==> src/rtl/mult_arbiter.sv <==
// Round-robin arbiter sharing one multiplier between two requesters; an in-order
// tag FIFO routes results back. Define MULT_ARB_STATS_EN for per-requester grant counters.
module mult_arbiter #(
    parameter int DATA_W    = 32,
    parameter int TAG_DEPTH = 4
) (
    input  logic              i_clk,
    input  logic              i_rst,
    input  logic [DATA_W-1:0] i_r0_data,
    input  logic              i_r0_valid,
    output logic              o_r0_ready,
    input  logic [DATA_W-1:0] i_r1_data,
    input  logic              i_r1_valid,
    output logic              o_r1_ready,
    output logic [DATA_W-1:0] o_r0_res,
    output logic              o_r0_res_valid,
    input  logic              i_r0_res_ready,
    output logic [DATA_W-1:0] o_r1_res,
    output logic              o_r1_res_valid,
    input  logic              i_r1_res_ready,
    output logic [DATA_W-1:0] o_m_data,
    output logic              o_m_valid,
    input  logic              i_m_ready,
    input  logic [DATA_W-1:0] i_m_res,
    input  logic              i_m_res_valid,
    output logic              o_m_res_ready,
    output logic              o_err
`ifdef MULT_ARB_STATS_EN
    ,
    output logic [15:0]       o_r0_grants,
    output logic [15:0]       o_r1_grants
`endif
);

    localparam int PTR_W = (TAG_DEPTH > 1) ? $clog2(TAG_DEPTH) : 1;
    localparam int CNT_W = PTR_W + 1;

    logic                 ptr_q, ptr_d;
    logic [TAG_DEPTH-1:0] tag_q, tag_d;
    logic [PTR_W-1:0]     wr_q, wr_d;
    logic [PTR_W-1:0]     rd_q, rd_d;
    logic [CNT_W-1:0]     cnt_q, cnt_d;
    logic                 err_q, err_d;

    logic grant_valid;
    logic grant_idx;
    logic tag_full;
    logic tag_empty;
    logic head;
    logic issue;
    logic pop;

    always_comb begin
        grant_valid = i_r0_valid | i_r1_valid;
        if (ptr_q == 1'b0) begin
            grant_idx = i_r0_valid ? 1'b0 : 1'b1;
        end else begin
            grant_idx = i_r1_valid ? 1'b1 : 1'b0;
        end

        tag_full  = (cnt_q == CNT_W'(TAG_DEPTH));
        tag_empty = (cnt_q == '0);
        head      = tag_q[rd_q];

        o_m_valid  = grant_valid & ~tag_full;
        o_m_data   = grant_idx ? i_r1_data : i_r0_data;
        o_r0_ready = grant_valid & ~grant_idx & i_m_ready & ~tag_full;
        o_r1_ready = grant_valid &  grant_idx & i_m_ready & ~tag_full;
        issue      = o_m_valid & i_m_ready;

        o_r0_res       = i_m_res;
        o_r1_res       = i_m_res;
        o_r0_res_valid = i_m_res_valid & ~tag_empty & ~head;
        o_r1_res_valid = i_m_res_valid & ~tag_empty &  head;
        o_m_res_ready  = ~tag_empty & (head ? i_r1_res_ready : i_r0_res_ready);
        pop            = i_m_res_valid & o_m_res_ready;

        o_err = err_q;
    end

    always_comb begin
        ptr_d = ptr_q;
        tag_d = tag_q;
        wr_d  = wr_q;
        rd_d  = rd_q;
        cnt_d = cnt_q;
        err_d = err_q | (i_m_res_valid & tag_empty);

        if (issue) begin
            ptr_d       = ~grant_idx;
            tag_d[wr_q] = grant_idx;
            wr_d        = wr_q + PTR_W'(1);
        end
        if (pop) begin
            rd_d = rd_q + PTR_W'(1);
        end
        // Full blocks issue, so push-while-full never reaches this counter.
        case ({issue, pop})
            2'b10:   cnt_d = cnt_q + CNT_W'(1);
            2'b01:   cnt_d = cnt_q - CNT_W'(1);
            default: cnt_d = cnt_q;
        endcase
    end

    always_ff @(posedge i_clk or posedge i_rst) begin
        if (i_rst) begin
            ptr_q <= 1'b0;
            tag_q <= '0;
            wr_q  <= '0;
            rd_q  <= '0;
            cnt_q <= '0;
            err_q <= 1'b0;
        end else begin
            ptr_q <= ptr_d;
            tag_q <= tag_d;
            wr_q  <= wr_d;
            rd_q  <= rd_d;
            cnt_q <= cnt_d;
            err_q <= err_d;
        end
    end

`ifdef MULT_ARB_STATS_EN
    logic [15:0] r0_grants_q, r0_grants_d;
    logic [15:0] r1_grants_q, r1_grants_d;

    always_comb begin
        r0_grants_d = r0_grants_q;
        r1_grants_d = r1_grants_q;
        if (issue && !grant_idx && r0_grants_q != '1) begin
            r0_grants_d = r0_grants_q + 16'd1;
        end
        if (issue && grant_idx && r1_grants_q != '1) begin
            r1_grants_d = r1_grants_q + 16'd1;
        end
        o_r0_grants = r0_grants_q;
        o_r1_grants = r1_grants_q;
    end

    always_ff @(posedge i_clk or posedge i_rst) begin
        if (i_rst) begin
            r0_grants_q <= '0;
            r1_grants_q <= '0;
        end else begin
            r0_grants_q <= r0_grants_d;
            r1_grants_q <= r1_grants_d;
        end
    end
`endif

endmodule

==> config.mk <==
export PLATFORM = sky130hd
export DESIGN_NAME = mult_arbiter
export DESIGN_NICKNAME = d
export VERILOG_FILES = /design/src/rtl/mult_arbiter.sv
export SDC_FILE = /design/constraint.sdc
export NUM_CORES = 1
export LEC_CHECK = 0
export BUFFER_PORTS_ARGS = -buffer_cell sky130_fd_sc_hd__clkbuf_2
export CORE_AREA = 2 2 80 82
export DETAILED_ROUTE_END_ITERATION = 10
export DIE_AREA = 0 0 82 84
export PLACE_DENSITY = 0.83
export SLEW_MARGIN = 20
export SYNTH_ARGS = -nofsm -noshare
export SYNTH_HDL_FRONTEND = slang
export SYNTH_SLANG_ARGS = --single-unit
==> constraint.sdc <==
create_clock -name i_clk -period 2.3 [get_ports i_clk]
set_clock_uncertainty 0.15 [all_clocks]
set_input_delay 0.575 -clock i_clk [delete_from_list [all_inputs] [get_ports i_clk]]
set_output_delay 0.575 -clock i_clk [all_outputs]
set_load 0.01 [all_outputs]
After elaboration in Yosys (flattened, before gate mapping)
Cells that the tools add are included.

storage, ports and cells
  register bits = 13
  input bits = 104
  logic and storage cells = 50

cells by class
  $add $sub $neg = 4
  magnitude comparators = 3
  equal/unequal tests = 3
  muxes and demuxes = 11
  bitwise logic cells = 20
  reduce and logical (&&, ||, !) cells = 3

operators with widths
  kind                   count
  $mux W32               1
  $and A1 B1 Y1          14
  $lt A2 B3 Y1 const B   2
  $mux W1                6
  $pmux W3 S2            1
  $add A2 B1 Y2 const B  2
  $bwmux W4              1
  $not A1 Y1             4
  $add A3 B1 Y3 const B  1
  $eq A3 B3 Y1 const B   1
  $logic_not A3 Y1       1
  $sub A3 B1 Y3 const B  1
  $bmux W1 S2            1
  $demux W1 S2           1
  $eq A2 B1 Y1 const B   1
  $eq A2 B2 Y1 const B   1
  $ge A2 B1 Y1 const B   1
  $or A1 B1 Y1           2
  $reduce_bool A2 Y1     1
  $logic_and A1 B1 Y1    1

Logic depth before layout (Yosys ltp)
Gate-level depths: netlist of run 1.

  word-level depth = 7
  gate-level depth with buffers = 9
  gate-level depth less buffers = 9

Least setup slack after synthesis of run 1
OpenSTA, ideal clock, no wires.

  path kind = register -> register
  start point = register rd_q[0]
  end point = register cnt_q[2]
  setup time = 0.079 ns
  arrival = 2.188 ns
  data required time = 2.071 ns
  path slack = -0.117 ns
  stages on the path, launching flop included = 10
  clock period less this slack = 2.417 ns
  cell sequence = dfrtp_1 mux4_2 mux2i_2 nor2_2 ha_1 inv_1 fa_1 xor2_1 nor2_1 xor2_1

on the way
  word-level cells in the longest chain between the ends = 7

RTL lines
  what                                               RTL line  RTL
  start: declaration                                 41        logic [PTR_W-1:0] rd_q, rd_d;
  start signal: assignment                           117       rd_q <= rd_d;
  $bmux W1 S2 *                                      63        head = tag_q[rd_q];
  $mux W1 (not written as such) *                    63
  $mux W1 *                                          75        o_m_res_ready = ~tag_empty & (head ? i_r1_res_ready : i_r0_res_ready);
  $and A1 B1 Y1 *                                    75
  $and A1 B1 Y1 *                                    76        pop = i_m_res_valid & o_m_res_ready;
  named net pop                                      51        logic pop;
  $eq A2 B1 Y1 or $eq A2 B2 Y1 (tied branches)       98        case ({issue, pop})
  $pmux W3 S2 or $reduce_bool A2 Y1 (tied branches)  -
  end signal: assignment                             118       cnt_q <= cnt_d;
  end: declaration                                   42        logic [CNT_W-1:0] cnt_q, cnt_d;

Mark *: on every way through the listed nets, which the timed path passes. The rest lies on a longest branch. The select of a mux whose other input is x is not followed.
A chain may end at the register's enable or synchronous reset.

Worst setup path in the final report of run 1
  start point = register rd_q[0]
  end point = output o_m_res_ready

on the way
  word-level cells in the longest chain between the ends = 4

RTL lines
  what                           RTL line  RTL
  $bmux W1 S2                    63
  $mux W1 (not written as such)  63
  $mux W1                        75
  $and A1 B1 Y1                  75
  end: declaration               26        output logic o_m_res_ready,

No other way between the ends. The select of a mux whose other input is x is not followed.

==> results of run 1 <==
## through the flow
| stage | TNS, ps | hold slack, ps | cell area [sq um] | std cells | power (uW) |
|---|---|---|---|---|---|
| final | -259.4 | 173.7 | 1943 | 368 | 1904 |
| after global routing | -572.7 | 253.5 | 1943 | 368 | 2076 |
| after CTS | -324.2 | 201.2 | 1927 | 366 | 1899 |
| after detailed placement | -139.2 | 296.7 | 1854 | 359 | 1638 |
| after global placement | -63.23 | 289.6 | 1854 | 359 | 1592 |
| after floorplan | -117.1 | 299.5 | 1604 | 233 | 1248 |
## where the power goes
| part | internal (uW) | switching [uW] |
|---|---|---|
| clock | 123 | 86.6 |
| combinational | 624 | 631 |
| sequential | 351 | 87.4 |
## cell type report
| type | instances | area (sq um) |
|---|---|---|
| Timing Repair Buffer | 125 | 688.2 |
| Inverter | 9 | 33.78 |
| Multi-Input combinational cell | 140 | 753.2 |
| Sequential cell | 13 | 326.6 |
| Tap cell | 77 | 96.34 |
| Fill cell | 630 | 4153 |
| Clock buffer | 4 | 45.04 |
## metal layers
metal / wire (um) / GRT usage, % / vias up
met5: 0 / 0 / -
met4: 21 / 2.424 / 0
met3: 519 / 4.978 / 2
met2: 2082 / 21.73 / 106
met1: 1439 / 9.568 / 652
li1: - / - / 758
## cell usage in the layout, fill, tap and decap left out
master,instances
ha_2,1
mux2i_1,1
inv_2,3
a21oi_1,2
buf_12,2
nor3b_2,1
clkbuf_8,3
nand2_1,101
dfrtp_1,12
ha_1,4
nor2b_1,1
nor2_2,1
clkbuf_2,110
mux2i_2,1
nor2_1,8
a21o_1,1
nor3_1,1
nand2b_1,1
buf_4,13
a211oi_4,1
o21ai_1,1
clkbuf_1,1
dfrtp_2,1
xnor2_1,2
fa_2,1
mux2i_4,1
mux4_2,1
mux2_1,4
mux2_2,1
inv_1,6
xor2_1,4
## worst max-delay path: stages, from the launching register on
cell and delay, ps:
dfrtp_1 360, mux4_2 540, mux2i_2 250, buf_4 160
nor2_1 30, clkbuf_2 140
## flip-flops by register name, indices dropped and copies added (netlist names)
name,count
rd_q,2
o_err,1
wr_q,2
ptr_q,1
cnt_q,3
tag_q,4
## repair_timing
item                                    4_1_cts  5_1_grt
pin swaps                                     4        2
hold endpoints to repair                      0        0
resized for setup                             3        1
setup buffers                                 3        2
endpoints found under the setup margin        2       18
## cell families (layout without fill, tap and decap cells)
logic type,count (synthesis),after routing,share of synthesized area (%)
adder cells (fa/ha/maj),6,6,5.148
AO/OA/AOI/OAI,5,5,2.652
AND/OR/NAND/NOR,114,114,27.77
multiplexers,9,9,7.020
buffers and inverters,80,138,33.85
XOR/XNOR,6,6,3.276
flip-flops,13,13,20.28
## path summary, 6_finish.rpt
| path | depth (start not counted) | end | startpoint |
|---|---|---|---|
| max | 5 | o_m_res_ready | rd_q[0] |
| min | 2 | o_err | i_rst |
| max reg2reg | 9 | cnt_q[2] | rd_q[0] |
| min reg2reg | 1 | o_err | o_err |
| max in group asynchronous | 2 | ptr_q | i_rst |
| min in group i_clk | 1 | o_err | o_err |
==> impl_metrics.py, run 1 <==
metrics = {
    "logic_synthesis": {
        "syn_inst": 233,
        "syn_avg_cell_area_sq_um": 6.884,
        "async_reset_ff_share_pct": 100.0,
        "ys_seq_elements": 13,
        "seq_area_frac_synth_pct": 20.28,
        "synth_common_cells": "101 x nand2_1, 64 x buf_4, 13 x dfrtp_1",
        "synth_edf_count": 0,
        "synth_nets": 343,
        "yosysWarningCount": 0,
        "post-synth-top-area-fraction_pct": 29.95,
        "synth_cell_types": 26,
        "syn_area_sq_um": 1604,
        "synthTopCellsByArea": "buf_4 30%, nand2_1 24%, dfrtp_1 20%",
        "ys.flop_type": "dfrtp_1",
        "synth_most_common_cell": "nand2_1",
        "yosys.area.top_type": "buf_4",
    },
    "detailed_routing": {
        "postRouteAntennaNets": 0,
        "avgViaCountPerCell": 4.125,
        "drc": 0,
        "drt_iter0_drc": 31,
        "wire_per_inst_um": 11.04,
        "vias": 1518,
        "dr.pass1.iters": 4,
        "wl_mm": 4.063,
    },
    "global_route": {
        "grt_max_degree": 39,
        "grt_pass1_wl_mm": 6.051,
        "antenna_found_initial": 0,
        "overflow": 0,
        "grt_pass1_vias": 1430,
        "grt_use_total_pct": 10.96,
    },
    "worst_setup_path": {
        "critical_path_required_ps": 1570,
        "cp-end-kind": "primary output",
        "path_class": "flop to primary output",
        "worstPathArrival_ps": 1730,
        "crit_fanout": 2,
        "startpoint_type": "flop",
        "rrSetupSlack_ps": -100,
    },
    "place": {
        "hpwlAfterDp_mm": 3.381,
        "gp_congestion": 0.8214,
        "numPortBuffers": 110,
        "post-place-ws_ps": -139.2,
    },
    "cts": {
        "clock-sinks": 13,
        "htree_levels": 1,
        "cts_tree": "yes",
        "cts_root_buffer": "clkbuf_8",
        "worstSkewPairLatency_ps": 250,
        "cts_hold_buffers": 0,
        "cts.clk_slew.worst_paths_ps": 60,
        "cts_buffers": 3,
        "clk_path_buf_depth": 2,
    },
    "layout": {
        "fin_util_pct": 31.88,
        "drive_gt1_share_pct": 48.45,
        "syn2layout_area_growth_pct": 21.14,
        "diodes": 0,
        "layout.nets": 402,
    },
    "timing": {
        "fmax_mhz": 407.1,
        "fin_crit_sh_pct": 106.8,
        "hold_viol": 0,
        "setup_ws_ps": -156.3,
        "finalCriticalPeriod_ps": 2456,
        "tightest_slew_ps": 496.1,
        "slew_viol_final": 0,
        "rsz0062_at_grt": "true",
        "relSlewSlack_pct": 66.89,
        "setup_violations": 2,
    },
    "floorplanning": {
        "die_w_um": 82,
        "start_util_pct": 26.31,
        "pin_count": 207,
        "die_y_um": 84,
        "fp-row-count": 29,
        "die_area_sq_um": 6888,
        "core_area_sq_um": 6096,
    },
    "run_status": {
        "status": "finished, violations left",
        "violations": "negative setup slack",
    },
    "power": {
        "pwr_density_cell_nw_per_um2": 979.7,
        "peakVddDrop_v": 0.0006746,
        "p_leak_uw": 0.001193,
    },
    "job": {
        "drv_cap": 0,
    },
    "min_path": {
        "hold_class": "primary input to async pin",
    },
}
(Power assumes the default switching activity.)
==> inputs of run 2 (changes only) <==
--- a/config.mk
+++ b/config.mk
@@ -6,10 +6,11 @@
 export NUM_CORES = 1
 export LEC_CHECK = 0
 export BUFFER_PORTS_ARGS = -buffer_cell sky130_fd_sc_hd__clkbuf_2
-export CORE_AREA = 2 2 80 82
+export CORE_MARGIN = 3
+export CORE_UTILIZATION = 29
 export DETAILED_ROUTE_END_ITERATION = 10
-export DIE_AREA = 0 0 82 84
-export PLACE_DENSITY = 0.83
+export PLACE_DENSITY = 0.89
+export SETUP_SLACK_MARGIN = 0.15
 export SLEW_MARGIN = 20
 export SYNTH_ARGS = -nofsm -noshare
 export SYNTH_HDL_FRONTEND = slang
==> impl_metrics.py, run 2 (synthesis gave the netlist of run 1 again) <==
metrics = {
    "min_path": {
        "hold_class": "primary input to async pin",
    },
    "global_route": {
        "grt_use_total_pct": 16.41,
        "grt_pass1_vias": 1601,
        "grt_max_degree": 15,
        "overflow": 0,
        "antenna_found_initial": 0,
        "grt_pass1_wl_mm": 7.997,
    },
    "place": {
        "hpwlAfterDp_mm": 4.074,
        "gp_congestion": 0.8301,
        "post-place-cells": 352,
        "numPortBuffers": 110,
    },
    "worst_setup_path": {
        "crit_fanout": 2,
        "cp-end-kind": "flop",
        "startpoint_type": "flop",
        "worstPathArrival_ps": 2490,
        "critical_path_required_ps": 2320,
        "path_class": "flop to flop",
        "reg2reg_depth": 9,
    },
    "cts": {
        "cts_tree": "yes",
        "cts.clk_slew.worst_paths_ps": 60,
        "cts_hold_buffers": 0,
        "worstSkewPairLatency_ps": 250,
        "htree_levels": 1,
        "clk_path_buf_depth": 2,
        "cts_root_buffer": "clkbuf_8",
        "cts_buffers": 3,
        "clock-sinks": 13,
    },
    "floorplanning": {
        "core_area_sq_um": 5238,
        "die_w_um": 80.37,
        "die_y_um": 80.37,
        "start_util_pct": 30.63,
        "pin_count": 207,
        "fp-row-count": 26,
        "die_area_sq_um": 6459,
    },
    "timing": {
        "tightest_slew_ps": 483.7,
        "relSlewSlack_pct": 67.72,
        "fin_crit_sh_pct": 107.4,
        "fmax_mhz": 404.8,
        "finalCriticalPeriod_ps": 2470,
        "rsz0062_at_grt": "true",
        "setup_violations": 12,
        "whs_ps": 163.3,
        "setup_ws_ps": -170.4,
        "hold_viol": 0,
        "slew_viol_final": 0,
    },
    "detailed_routing": {
        "dr.pass1.iters": 4,
        "vias": 1687,
        "wire_per_inst_um": 16.18,
        "drc": 0,
        "postRouteAntennaNets": 0,
        "avgViaCountPerCell": 4.487,
        "drt_iter0_drc": 44,
        "wl_mm": 6.083,
    },
    "power": {
        "peakVddDrop_v": 0.0007077,
        "p_leak_uw": 0.001547,
        "pwr_density_cell_nw_per_um2": 984.3,
    },
    "layout": {
        "drive_gt1_share_pct": 76.14,
        "stdcell_count": 376,
        "syn2layout_area_growth_pct": 70.83,
        "final_common_cell": "clkbuf_2",
        "diodes": 0,
        "largest-register": "tag_q",
        "reg_top3": "tag_q (4), cnt_q (3)",
        "layout.nets": 417,
        "fillers": 456,
        "layout_common_cells": "78 x clkbuf_2, 36 x nand2_4, 36 x nand2_2",
        "largest_reg_flops": 4,
    },
    "job": {
        "drv_cap": 0,
    },
    "run_status": {
        "status": "finished, violations left",
        "violations": "negative setup slack",
    },
}
run 2: cell types whose count changed in the layout (fill, tap and decap cells not counted), moves of 3 or more:
| cell | delta |
|---|---|
| clkbuf_2 | -32 |
| buf_2 | +11 |
| nand2_1 | -72 |
| buf_6 | +29 |
| nand2_4 | +36 |
| nor2_1 | -3 |
| nand2_2 | +36 |
| buf_16 | +5 |
run 2: report_power, final:
part | internal, uW | switching [uW]
Combinational | 1100 | 924
Clock | 123 | 87.9
Sequential | 352 | 109
run 2: through the flow:
step	area [sq um]	setup WS (ps)	util, %	TNS [ps]	total power, uW
6_report	2740	-170.4	52.32	-773.7	2697
5_1_grt	2740	-283.1	52.32	-2230	2890
4_1_cts	2366	-216.9	45.17	-844.1	2415
3_5_place_dp	1846	-214.2	35.24	-236.0	1658
3_3_place_gp	1846	-76.20	35.24	-76.20	1615
2_1_floorplan	1604	-117.1	-	-117.1	1248
run 2: metal layers:
| layer | routed length, um | track usage, % |
|---|---|---|
| met1 | 2173 | 16.94 |
| met2 | 3184 | 31.29 |
| met4 | 197 | 6.081 |
| met5 | 0 | 0 |
| met3 | 528 | 4.260 |
run 2: cell type report:
class | instances | area (sq um) | share of cell area, %
clock buffer | 4 | 45.04 | 1.644
inverter | 9 | 33.78 | 1.233
multi-input combinational | 140 | 1135 | 41.42
sequential | 13 | 326.6 | 11.92
tap | 70 | 87.58 | 3.196
timing repair buffer | 140 | 1112 | 40.59
run 2: final timing paths:
kind / start / slack, ps / endpoint
setup / recovery: rd_q[0] / -170 / cnt_q[2]
hold / removal: i_rst / 160 / wr_q[1]
min in group i_clk: o_err / 330 / o_err
setup reg to reg: rd_q[0] / -170 / cnt_q[2]
max in group asynchronous: i_rst / 1480 / ptr_q
hold reg to reg: o_err / 330 / o_err
run 2: timing repair:
action	4_1_cts	5_1_grt
gates cloned	5	1
setup endpoints to repair	38	39
resized for setup	76	111
pin swaps	29	37
setup buffers	14	0
run 2: worst max-delay path, stage by stage (launching register included):
cell and delay [ps]:
dfrtp_1 380, mux4_2 560, mux2i_2 190, nor2_2 110
ha_2 210, inv_2 40, fa_2 320, xor2_1 150
nor2_1 120, xor2_1 170
==> inputs of run 3 (changes only) <==
--- a/config.mk
+++ b/config.mk
@@ -9,6 +9,7 @@
 export CORE_MARGIN = 3
 export CORE_UTILIZATION = 29
 export DETAILED_ROUTE_END_ITERATION = 10
+export GPL_TIMING_DRIVEN = 0
 export PLACE_DENSITY = 0.89
 export SETUP_SLACK_MARGIN = 0.15
 export SLEW_MARGIN = 20
==> impl_metrics.py, run 3 (synthesis gave the netlist of run 1 again) <==
metrics = {
    "power": {
        "clkPwrFrac_pct": 8.5,
        "internal_power_uw": 1462,
        "switchingPower_uw": 1015,
        "sw_frac_of_total_pct": 40.98,
        "pwr_density_cell_nw_per_um2": 800.3,
        "p_leak_uw": 0.001896,
        "peakVddDrop_v": 0.0006364,
        "power.share.combinational_pct": 73.3,
        "seq_power_share_pct": 18.2,
    },
    "worst_setup_path": {
        "path_class": "flop to primary output",
        "cp-end-kind": "primary output",
        "crit_path_end": "o_m_res_ready",
        "worstReg2RegStart": "rd_q[0]",
        "critical_path_required_ps": 1570,
        "worstPathArrival_ps": 1740,
        "rrSetupSlack_ps": -140,
        "worstReg2RegEnd": "cnt_q[2]",
        "reg2reg_depth": 9,
        "startpoint": "rd_q[0]",
        "crit_fanout": 2,
        "startpoint_type": "flop",
    },
    "cts": {
        "cts_hold_buffers": 0,
        "cts_root_buffer": "clkbuf_8",
        "cts_tree": "yes",
        "cts_buffers": 3,
        "clock-sinks": 13,
        "htree_levels": 1,
        "cts.clk_slew.worst_paths_ps": 60,
        "worstSkewPairLatency_ps": 250,
        "clk_path_buf_depth": 2,
    },
    "floorplanning": {
        "pin_count": 207,
        "fp-row-count": 26,
        "start_util_pct": 30.63,
        "core_area_sq_um": 5238,
        "die_w_um": 80.37,
        "die_area_sq_um": 6459,
        "die_y_um": 80.37,
    },
    "layout": {
        "syn2layout_area_growth_pct": 92.98,
        "layout_common_cells": "168 x clkbuf_2, 75 x buf_4, 65 x nand2_1",
        "largest_reg_flops": 4,
        "layout.nets": 542,
        "reg_top3": "tag_q (4), cnt_q (3)",
        "drive_gt1_share_pct": 74.25,
        "final_common_cell": "clkbuf_2",
        "diodes": 0,
        "fin_util_pct": 59.10,
        "largest-register": "tag_q",
    },
    "timing": {
        "slew_viol_final": 0,
        "hold_viol": 0,
        "rsz0062_at_grt": "true",
        "relSlewSlack_pct": 65.30,
        "tns_ps": -508.2,
        "setup_ws_ps": -163.3,
        "tightest_slew_ps": 519.9,
        "finalCriticalPeriod_ps": 2463,
        "setup_violations": 5,
        "fmax_mhz": 406.0,
        "fin_crit_sh_pct": 107.1,
    },
    "detailed_routing": {
        "dr.pass1.iters": 4,
        "wl_mm": 6.363,
        "postRouteAntennaNets": 0,
        "drt_iter0_drc": 45,
        "vias": 2069,
        "drc": 0,
        "wire_per_inst_um": 12.70,
        "avgViaCountPerCell": 4.130,
    },
    "global_route": {
        "grt_max_degree": 14,
        "overflow": 0,
        "grt_pass1_vias": 1917,
        "antenna_found_initial": 0,
        "grt_use_total_pct": 17.12,
        "grt_pass1_wl_mm": 8.783,
    },
    "min_path": {
        "hold_class": "primary input to async pin",
    },
    "run_status": {
        "status": "finished, violations left",
        "violations": "negative setup slack",
    },
    "place": {
        "hpwlAfterDp_mm": 5.060,
        "gp_congestion": 0.7854,
        "numPortBuffers": 174,
    },
    "job": {
        "drv_cap": 0,
    },
}
==> run 3: cell count changes in the layout (fill, tap and decap cells not counted), sizes merged <==
cell    previous run  this run
buf               61        92
clkbuf            83       177
==> run 3: worst min-delay path by stage <==
stage / cells past startpoint / slack [ps] / endpoint / startpoint
floorplan: 1 / 300 / cnt_q[0] / i_rst
global placement: 1 / 290 / o_err / o_err
detailed placement: 1 / 290 / o_err / o_err
CTS: 2 / 200 / cnt_q[0] / i_rst
global route: 2 / 220 / cnt_q[1] / i_rst
finish: 2 / 190 / cnt_q[0] / i_rst
==> run 3: power groups by stage <==
| stage | clock [uW] | combinational, uW | sequential (uW) |
|---|---|---|---|
| 5_1_grt | 228 | 1970 | 466 |
| 3_3_place_gp | 0 | 1220 | 442 |
| 3_5_place_dp | 0 | 1260 | 449 |
| 6_report | 211 | 1820 | 451 |
| 2_1_floorplan | 0 | 817 | 431 |
| 4_1_cts | 213 | 1760 | 448 |
==> run 3: critical path, stage by stage (launching register included) <==
cell and delay [ps]:
dfrtp_1 370, mux4_2 570, mux2i_4 230, buf_4 160
nor2_2 30, buf_2 140
==> run 3: timing repair <==
item | 4_1_cts | 5_1_grt
gates cloned | 4 | 0
pin swaps | 34 | 4
setup buffers | 14 | 2
endpoints found under the setup margin | 39 | 39
gates resized for setup | 76 | 14
==> run 3: through the flow <==
stage          hold WS, ps  power (uW)  area, sq um  worst slack (ps)  instances
2_1_floorplan        299.5        1248         1604            -117.1        233
3_3_place_gp         292.2        1659         2562            -360.2        477
3_5_place_dp         294.0        1705         2562            -432.7        477
4_1_cts              203.5        2419         3050            -226.4        499
5_1_grt              223.3        2661         3095            -232.9        501
6_report             188.6        2477         3095            -163.3        501
==> run 3: final cells by class <==
class,count,area [sq um]
plain buffers,71,618.1
multi-input cells,140,883.3
well taps,70,87.58
clock buffers,4,45.04
fillers,456,2142
inverters,9,33.78
flip-flops and latches,13,326.6
repair buffers,194,1101
==> run 3: metal layers <==
metal / track usage, % / part of all wire (%)
met1: 17.18 / 33
met2: 35.68 / 57
met3: 3.587 / 9.0
met4: 2.703 / 1.1
met5: 0 / 0
